## config.mk

```make
export PLATFORM = sky130hd
export DESIGN_NAME = accum_unit
export DESIGN_NICKNAME = d
export VERILOG_FILES = /design/src/rtl/accum_pkg.sv /design/src/rtl/accum_alu.sv /design/src/rtl/accum_unit.sv
export SDC_FILE = /design/constraint.sdc
export NUM_CORES = 1
export LEC_CHECK = 0
export ABC_AREA = 1
export CAP_MARGIN = 20
export CORE_UTILIZATION = 30
export CTS_CLUSTER_SIZE = 10
export DETAILED_ROUTE_END_ITERATION = 16
export PLACE_DENSITY = 0.59
export SYNTH_ARGS = -nofsm -noshare
export SYNTH_HDL_FRONTEND = slang
export SYNTH_SLANG_ARGS = --single-unit
```

## constraint.sdc

```tcl
create_clock -name clk -period 1.66 [get_ports clk]
set_clock_uncertainty 0.05 [all_clocks]
set_input_delay 0.332 -clock clk [delete_from_list [all_inputs] [get_ports clk]]
set_output_delay 0.332 -clock clk [all_outputs]
set_load 0.03 [all_outputs]
```

## src/rtl/accum_pkg.sv

```systemverilog
// Shared definitions for the accumulator: op encodings and width-dependent
// limit helpers used by the ALU for overflow clamping.
package accum_pkg;

  localparam logic [1:0] OP_ADD   = 2'b00;
  localparam logic [1:0] OP_SUB   = 2'b01;
  localparam logic [1:0] OP_LOAD  = 2'b10;
  localparam logic [1:0] OP_CLEAR = 2'b11;

  // Widest accumulator the helpers can describe.
  localparam int unsigned MAX_WIDTH = 64;

  // Largest representable value for a given width (all-ones, or 0111..1 when signed).
  function automatic logic [MAX_WIDTH-1:0] max_val(input int unsigned width, input bit is_signed);
    logic [MAX_WIDTH-1:0] ones;
    ones = '1;
    return is_signed ? (ones >> (MAX_WIDTH + 1 - width)) : (ones >> (MAX_WIDTH - width));
  endfunction

  // Smallest representable value as a bit pattern (0, or 1000..0 when signed).
  function automatic logic [MAX_WIDTH-1:0] min_val(input int unsigned width, input bit is_signed);
    logic [MAX_WIDTH-1:0] one;
    one = MAX_WIDTH'(1);
    return is_signed ? (one << (width - 1)) : '0;
  endfunction

endpackage

```

## src/rtl/accum_alu.sv

```systemverilog
// Combinational next-value and overflow logic for the accumulator.
// Ports:
//   i_acc     - current accumulator value
//   i_operand - operand A
//   i_op      - operation (ADD/SUB/LOAD/CLEAR)
//   o_next    - value to be written into the accumulator
//   o_ovf     - overflow for this operation (always 0 for LOAD/CLEAR)
module accum_alu
  import accum_pkg::*;
#(
  parameter int unsigned WIDTH    = 8,
  parameter bit          SIGNED   = 1'b0,
  parameter bit          SATURATE = 1'b0
) (
  input  logic [WIDTH-1:0] i_acc,
  input  logic [WIDTH-1:0] i_operand,
  input  logic [1:0]       i_op,
  output logic [WIDTH-1:0] o_next,
  output logic             o_ovf
);

  localparam logic [WIDTH-1:0] MaxVal = WIDTH'(max_val(WIDTH, SIGNED));
  localparam logic [WIDTH-1:0] MinVal = WIDTH'(min_val(WIDTH, SIGNED));

  logic [WIDTH:0]   w_sum;
  logic [WIDTH:0]   w_diff;
  logic [WIDTH-1:0] w_raw;
  logic             w_ovf;
  logic             w_sat_high;

  // One extra bit exposes carry (add) and borrow (sub) for the unsigned rules.
  assign w_sum  = {1'b0, i_acc} + {1'b0, i_operand};
  assign w_diff = {1'b0, i_acc} - {1'b0, i_operand};

  always_comb begin
    w_raw      = '0;
    w_ovf      = 1'b0;
    w_sat_high = 1'b0;
    unique case (i_op)
      OP_ADD: begin
        w_raw = w_sum[WIDTH-1:0];
        if (SIGNED) begin
          w_ovf = (i_acc[WIDTH-1] == i_operand[WIDTH-1]) &&
                  (w_sum[WIDTH-1] != i_acc[WIDTH-1]);
          // Signed overflow is positive exactly when the accumulator was non-negative.
          w_sat_high = ~i_acc[WIDTH-1];
        end else begin
          w_ovf      = w_sum[WIDTH];
          w_sat_high = 1'b1;
        end
      end
      OP_SUB: begin
        w_raw = w_diff[WIDTH-1:0];
        if (SIGNED) begin
          w_ovf = (i_acc[WIDTH-1] != i_operand[WIDTH-1]) &&
                  (w_diff[WIDTH-1] != i_acc[WIDTH-1]);
          w_sat_high = ~i_acc[WIDTH-1];
        end else begin
          w_ovf      = w_diff[WIDTH];
          w_sat_high = 1'b0;
        end
      end
      OP_LOAD:  w_raw = i_operand;
      OP_CLEAR: w_raw = '0;
    endcase
  end

  always_comb begin
    o_next = w_raw;
    if (SATURATE && w_ovf) begin
      o_next = w_sat_high ? MaxVal : MinVal;
    end
  end

  assign o_ovf = w_ovf;

endmodule

```

## src/rtl/accum_unit.sv

```systemverilog
// Two-stage add/subtract accumulator with load/clear, optional saturation and
// sticky overflow. Operands are registered in stage 1; the accumulator is
// updated from stage 1 on the following edge.
// Ports:
//   clk, rst_n  - clock, asynchronous active-low reset
//   in_valid    - qualifies op/A this cycle
//   op, A       - operation and operand
//   S           - accumulator value
//   out_valid   - pulse: S was updated at the preceding edge
//   ovf         - overflow pulse for the op just completed
//   ovf_sticky  - OR of ovf since reset or the last CLEAR
module accum_unit
  import accum_pkg::*;
#(
  parameter int unsigned WIDTH    = 8,
  parameter bit          SIGNED   = 1'b0,
  parameter bit          SATURATE = 1'b0
) (
  input  logic             clk,
  input  logic             rst_n,
  input  logic             in_valid,
  input  logic [1:0]       op,
  input  logic [WIDTH-1:0] A,
  output logic [WIDTH-1:0] S,
  output logic             out_valid,
  output logic             ovf,
  output logic             ovf_sticky
);

  logic             r_valid;
  logic [1:0]       r_op;
  logic [WIDTH-1:0] r_a;
  logic [WIDTH-1:0] r_s;
  logic             r_out_valid;
  logic             r_ovf;
  logic             r_sticky;

  logic [WIDTH-1:0] w_next;
  logic             w_ovf;

  accum_alu #(
    .WIDTH    (WIDTH),
    .SIGNED   (SIGNED),
    .SATURATE (SATURATE)
  ) u_alu (
    .i_acc     (r_s),
    .i_operand (r_a),
    .i_op      (r_op),
    .o_next    (w_next),
    .o_ovf     (w_ovf)
  );

  always_ff @(posedge clk or negedge rst_n) begin
    if (!rst_n) begin
      r_valid     <= 1'b0;
      r_op        <= '0;
      r_a         <= '0;
      r_s         <= '0;
      r_out_valid <= 1'b0;
      r_ovf       <= 1'b0;
      r_sticky    <= 1'b0;
    end else begin
      r_valid <= in_valid;
      // Only capture A/op when qualified so undriven inputs never reach S.
      if (in_valid) begin
        r_op <= op;
        r_a  <= A;
      end
      r_out_valid <= r_valid;
      r_ovf       <= r_valid & w_ovf;
      if (r_valid) begin
        r_s <= w_next;
        if (r_op == OP_CLEAR) begin
          r_sticky <= 1'b0;
        end else begin
          r_sticky <= r_sticky | w_ovf;
        end
      end
    end
  end

  assign S          = r_s;
  assign out_valid  = r_out_valid;
  assign ovf        = r_ovf;
  assign ovf_sticky = r_sticky;

endmodule
```

# Word-level counts from Yosys, hierarchy flattened
# Cells that the tools add are included.
# totals
reg_bits	22
input_bits	13
output_inout_bits	11
elab_cells	18
# classes
addsub	2
n_eq_ne	3
n_mux	3
n_bitwise	2
n_reduce_logical	1
# op_table
cell	count
$pmux W8 S4	1
$add A8 B8 Y9	1
$sub A8 B8 Y9	1
$eq A2 B2 Y1 const B	2
$eq A2 B1 Y1 const B	1
$logic_not A2 Y1	1
$pmux W1 S2	1
$and A1 B1 Y1	1
$mux W1	1
$or A1 B1 Y1	1

# Logic depth before layout (Yosys ltp)
# depth
ltp_word	4
depth_mapped	13
mapped_depth_nobuf	12

# Hierarchy
# Synthesis repeated with hierarchy kept, for this count alone.
# hier_totals
cells_unflattened	258
hier_area_um2	1800.5
# modules_own_cells
mod	instances	cells_each	area_each_um2	seq_area_each_um2
accum_alu	1	171	948.4	0.0
accum_unit	1	87	852.1	550.5

# Worst setup path after synthesis
# OpenSTA, ideal clock, no wires.
# synth_timing
path_type	reg-to-reg
from	reg r_s[0], in the netlist S[0]
to	reg r_s[6], in the netlist S[6]
setup_ns	0.113
arrival_time_ns	1.649
t_required_ns	1.497
setup_slack_ns	-0.151
path_stages_with_launch	11
path_buffers	0
period_less_slack_ns	1.811
cell_sequence	dfrtp_1 > ha_1 > fa_1 > nand3_1 > nand2_2 > nand2_1 > nand3_1 > nand3_1 > nand3_1 > nand2_1 > inv_1
# synth_via
elab_chain_cells	2
word_cells_on_any_way	3
classes_between	add/sub (2); mux (1)
# synth_rtl
element	line	rtl
start: declaration	accum_unit.sv:33	logic [WIDTH-1:0] r_s;
start signal: assignment	accum_unit.sv:72	r_s <= w_next;
$sub A8 B8 Y9 or $add A8 B8 Y9 (tied branches)	accum_alu.sv:33, accum_alu.sv:32	
$pmux W8 S4 *	accum_alu.sv:39	unique case (i_op)
# Mark *: on every way between the ends. The rest lies on a longest branch, timed or not.
# A chain may end at the register's enable or synchronous reset.

# Worst setup path after layout
# layout_timing
from	reg r_s[0], in the netlist S[0]
to	reg r_sticky, in the netlist ovf_sticky
# layout_via
elab_chain_cells	4
word_cells_on_any_way	5
classes_between	add/sub (2); mux (2); bitwise (1)
# layout_rtl
element	line	rtl
$sub A8 B8 Y9 or $add A8 B8 Y9 (tied branches)	accum_alu.sv:33, accum_alu.sv:32	
$pmux W1 S2 *	accum_alu.sv:39	
$or A1 B1 Y1 *	accum_unit.sv:76	r_sticky <= r_sticky | w_ovf;
$mux W1 *	accum_unit.sv:73	if (r_op == OP_CLEAR) begin
end signal: assignment	accum_unit.sv:76	
end: declaration	accum_unit.sv:36	logic r_sticky;
# Marks and branches as above.

==> run summary <==
At the later pin of the worst-skew pair, clock insertion delay measures 270 ps. TritonCTS built the clock tree. The number of filler cells placed in the layout was 522.

The core region is 5270 µm². The netlist uses 27 different library cells. Dividing total power by cell area gives a power density of 1170 nW/µm². The largest total area in the synthesized netlist belongs to sky130_fd_sc_hd__dfrtp_1. The synthesized design contains 0 enable-type register cells. For the global-route usage over all layers, the log shows 15.8%.

The detail route stage leaves a number of antenna-violating nets equal to 0. The routed design has 4660 µm of wire. In this run the deepest clock path goes through 2 buffers. Delay of the slowest cell on the worst path: 430 ps.

The width of the die was 77.0 µm. The signal on the critical path passes through buf_6 > ha_4 > fa_2 > nand3_2 > nand2_4 > nand2_2 > nand2_1 > nand2_1 > nand2_1 > nand2_2 > a21oi_2. 24 I/O pins were placed. The floorplan has 26 rows. For this configuration, the core starts out at a cell density of 32.0%. The H-tree depth is 1, and the time the worst path needs with I/O delays and setup is 1830 ps. Detailed-router iteration count before antenna repair: 4. Setup repair after global routing could not meet its margin everywhere. Power comes to 2.94 mW. Class of the worst hold path: input port to async pin. The critical path buffer and inverter count was 1. The post-route netlist has 34.2% of its cells at a drive strength greater than 1.

For the pin with the worst max-slew slack, the measured transition is 523 ps. The summed instance area of the synthesized netlist was 1690 µm²; the async set or reset register ratio after synthesis was 100%. The most numerous cell type found on the critical path is sky130_fd_sc_hd__nand2_1. The clock-pin slew on the worst setup and hold paths is 90 ps. For the routed length on met3, the log shows 64 µm. The worst setup path is captured at a flop. The weighted congestion reported at the end of routability-driven placement came out at 0.944. The summed negative setup slack over all endpoints came out at -564 ps.

The final reports fail on setup timing. By area the synthesized netlist is led by sky130_fd_sc_hd__dfrtp_1, sky130_fd_sc_hd__nand2_1, sky130_fd_sc_hd__ha_1. The area of the die was 5930 µm²; the largest driver fanout on the critical path was 4. Yosys printed 0 warnings.

The first global-routing pass estimated 7360 µm of wire. The number of slew-limit violations in the final report came out at 0. 0 antenna diodes ended up in the layout.

The tools report the number of design rule violations left after detail routing as 0. The slowest library cell on the worst path was sky130_fd_sc_hd__dfrtp_2. The post-route worst hold slack is 362 ps, and the portion of synthesized cell area occupied by the leading cell type is 32.6%. The cell sitting at the root of the clock tree is a sky130_fd_sc_hd__clkbuf_8.

Among all flip-flop cells after synthesis, the most frequent one is sky130_fd_sc_hd__dfrtp_1. The routed metal-1 wire length was 2260 µm. From bottom edge to top edge, the die measures 77.0 µm. The overall via count from detail_route is 1660, and the final worst slack is -166 ps. The tools report the register area share after synthesis as 32.6%. Counting the buffers created by CTS gives 3. Headroom to the max-slew limit came out at 65.1%.

The number of flip-flops and latches in the synthesized netlist works out to 22. The worst setup path is launched from a flop. Maximum number of pins on one net before global-route repair: 23. Based on the critical path, the design can be clocked at up to 0.548 GHz.

The final number of hold-violating endpoints came out at 0. The run finished, with violations left. The worst setup path is of the flop to flop kind. From synthesis to final layout, the design area changed by 48.4%. The violation count after the first detailed-routing iteration is 65. The standby leakage power is 1.24 nW, and the wire length per cell is 12.8 µm.

The run gives 0 as the number of buffers inserted for hold repair after clock tree synthesis. The average instance in the mapped netlist occupies 7.06 µm². The data required time of the critical path is 1770 ps. VDD sags by at most 569 µV. The count of buffers added on input and output ports is 23. The per-cell via count in the routed design is 4.55. The run gives 22 as the sink count of the clock tree. The final cell utilization of the core was 47.5%.

The highest layer touched by signal routing is met4. The number of antenna violations at the first check in global routing is 0, and the post-route clock period utilization is 110%. The HPWL after detailed placement is 3350 µm. Data arrives at the worst endpoint at 1940 ps. The family with the most delay on the worst path was adder cells.

For the synthesized net count, the log shows 270. The count of endpoints failing setup in the final report is 5, and the synthesized instance count is 239. The number of nets at the end of the flow was 327; the global route total overflow was 0. The run gives 1588 as the via count of the first global-routing pass. The routed wire length on met2 was 2270 µm; the number of maximum-capacitance violations was 0.
[cell usage after synthesis (2+ instances only)]
master,number
sky130_fd_sc_hd__a21oi_1,10
sky130_fd_sc_hd__a21oi_2,2
sky130_fd_sc_hd__buf_6,2
sky130_fd_sc_hd__clkbuf_1,2
sky130_fd_sc_hd__dfrtp_1,22
sky130_fd_sc_hd__fa_1,2
sky130_fd_sc_hd__ha_1,16
sky130_fd_sc_hd__inv_1,45
sky130_fd_sc_hd__nand2_1,63
sky130_fd_sc_hd__nand3_1,22
sky130_fd_sc_hd__nand3b_1,2
sky130_fd_sc_hd__nor2_1,13
sky130_fd_sc_hd__o21ai_0,21
sky130_fd_sc_hd__o21bai_1,2
sky130_fd_sc_hd__or2_2,3
[report_power, final]
part / total, mW / switching [mW] / internal, mW
sequential: 0.737 / 0.101 / 0.636
combinational: 1.80 / 1.01 / 0.789
clock: 0.402 / 0.190 / 0.212
[stage by stage]
| stage | worst slack [ps] | cells | area, µm² |
|---|---|---|---|
| 5_1_grt | -227 | 365 | 2500 |
| 6_report | -166 | 365 | 2500 |
| 4_1_cts | -139 | 356 | 2300 |
| 3_3_place_gp | -131 | 350 | 2220 |
| 2_1_floorplan | -27.6 | 239 | 1760 |
| 3_5_place_dp | -161 | 350 | 2220 |
[cell type report]
| cell class | count | area [µm²] | area share (%) |
|---|---|---|---|
| multi-input combinational | 166 | 1140 | 45.6 |
| sequential | 22 | 558 | 22.3 |
| timing repair buffer | 57 | 483 | 19.3 |
| inverter | 46 | 180 | 7.19 |
| tap | 70 | 87.6 | 3.50 |
| clock buffer | 4 | 55.1 | 2.20 |
[registers in the layout, summed over array words and instances, names as in the netlist]
register,count
S,8
r_valid,1
ovf_sticky,1
r_a,8
r_op,2
out_valid,1
ovf,1
[metal layers]
metal | global-route usage [%] | vias to the layer above
li1 | - | 869
met1 | 21.2 | 765
met2 | 26.3 | 22
met3 | 0.833 | 4
met4 | 6.42 | 0
met5 | 0 | -
[worst register-to-register path, stage by stage, from the launching register on]
cell and delay (ps):
sky130_fd_sc_hd__dfrtp_2 430, sky130_fd_sc_hd__buf_6 120, sky130_fd_sc_hd__ha_4 150, sky130_fd_sc_hd__fa_2 380, sky130_fd_sc_hd__nand3_2 120, sky130_fd_sc_hd__nand2_4 80, sky130_fd_sc_hd__nand2_2 60, sky130_fd_sc_hd__nand2_1 50
sky130_fd_sc_hd__nand2_1 50, sky130_fd_sc_hd__nand2_1 70, sky130_fd_sc_hd__nand2_2 100, sky130_fd_sc_hd__a21oi_2 60
[path summary, 6_finish.rpt]
check / endpoint / cells after the start / slack, ps / start
max: ovf_sticky / 11 / -170 / S[0]
min: S[3] / 2 / 360 / rst_n
max reg2reg: ovf_sticky / 11 / -170 / S[0]
min reg2reg: ovf_sticky / 2 / 510 / ovf_sticky
max in group asynchronous: S[5] / 2 / 930 / rst_n
min in group clk: ovf_sticky / 2 / 510 / ovf_sticky
[kinds of logic (layout without fill, tap and decap cells)]
logic type,after synthesis,after routing,synth area share (%)
AOI/OAI and AO/OA,40,40,13.3
DFF,22,22,32.6
adders and majority gates,18,18,14.2
and+or+nand+nor,107,107,26.8
buffers and inverters,51,107,12.3
muxes,1,1,0.667
[layout by cell type, fill, tap and decap left out, types with 2 or more instances in the layout]
cell type,count
sky130_fd_sc_hd__a21oi_1,5
sky130_fd_sc_hd__a21oi_2,7
sky130_fd_sc_hd__buf_4,31
sky130_fd_sc_hd__buf_6,3
sky130_fd_sc_hd__clkbuf_8,4
sky130_fd_sc_hd__clkdlybuf4s50_1,12
sky130_fd_sc_hd__dfrtp_1,16
sky130_fd_sc_hd__dfrtp_2,6
sky130_fd_sc_hd__dlygate4sd2_1,11
sky130_fd_sc_hd__fa_2,2
sky130_fd_sc_hd__ha_1,7
sky130_fd_sc_hd__ha_4,8
sky130_fd_sc_hd__inv_1,34
sky130_fd_sc_hd__inv_2,10
sky130_fd_sc_hd__nand2_1,51
sky130_fd_sc_hd__nand2_2,11
sky130_fd_sc_hd__nand2_4,2
sky130_fd_sc_hd__nand3_1,18
sky130_fd_sc_hd__nand3_2,4
sky130_fd_sc_hd__nand3b_1,2
sky130_fd_sc_hd__nor2_1,11
sky130_fd_sc_hd__nor2_2,2
sky130_fd_sc_hd__o21ai_0,17
sky130_fd_sc_hd__o21ai_1,2
sky130_fd_sc_hd__o21ai_2,2
sky130_fd_sc_hd__o21bai_1,2
sky130_fd_sc_hd__or2_2,3
[what timing repair did]
action                     4_1_cts  5_1_grt
gates resized for setup         20       45
pin swaps                        3       25
gates cloned                     0        0
setup endpoints to repair       17        9
buffers inserted                 2        9
Power figures use the tool's default switching activity.
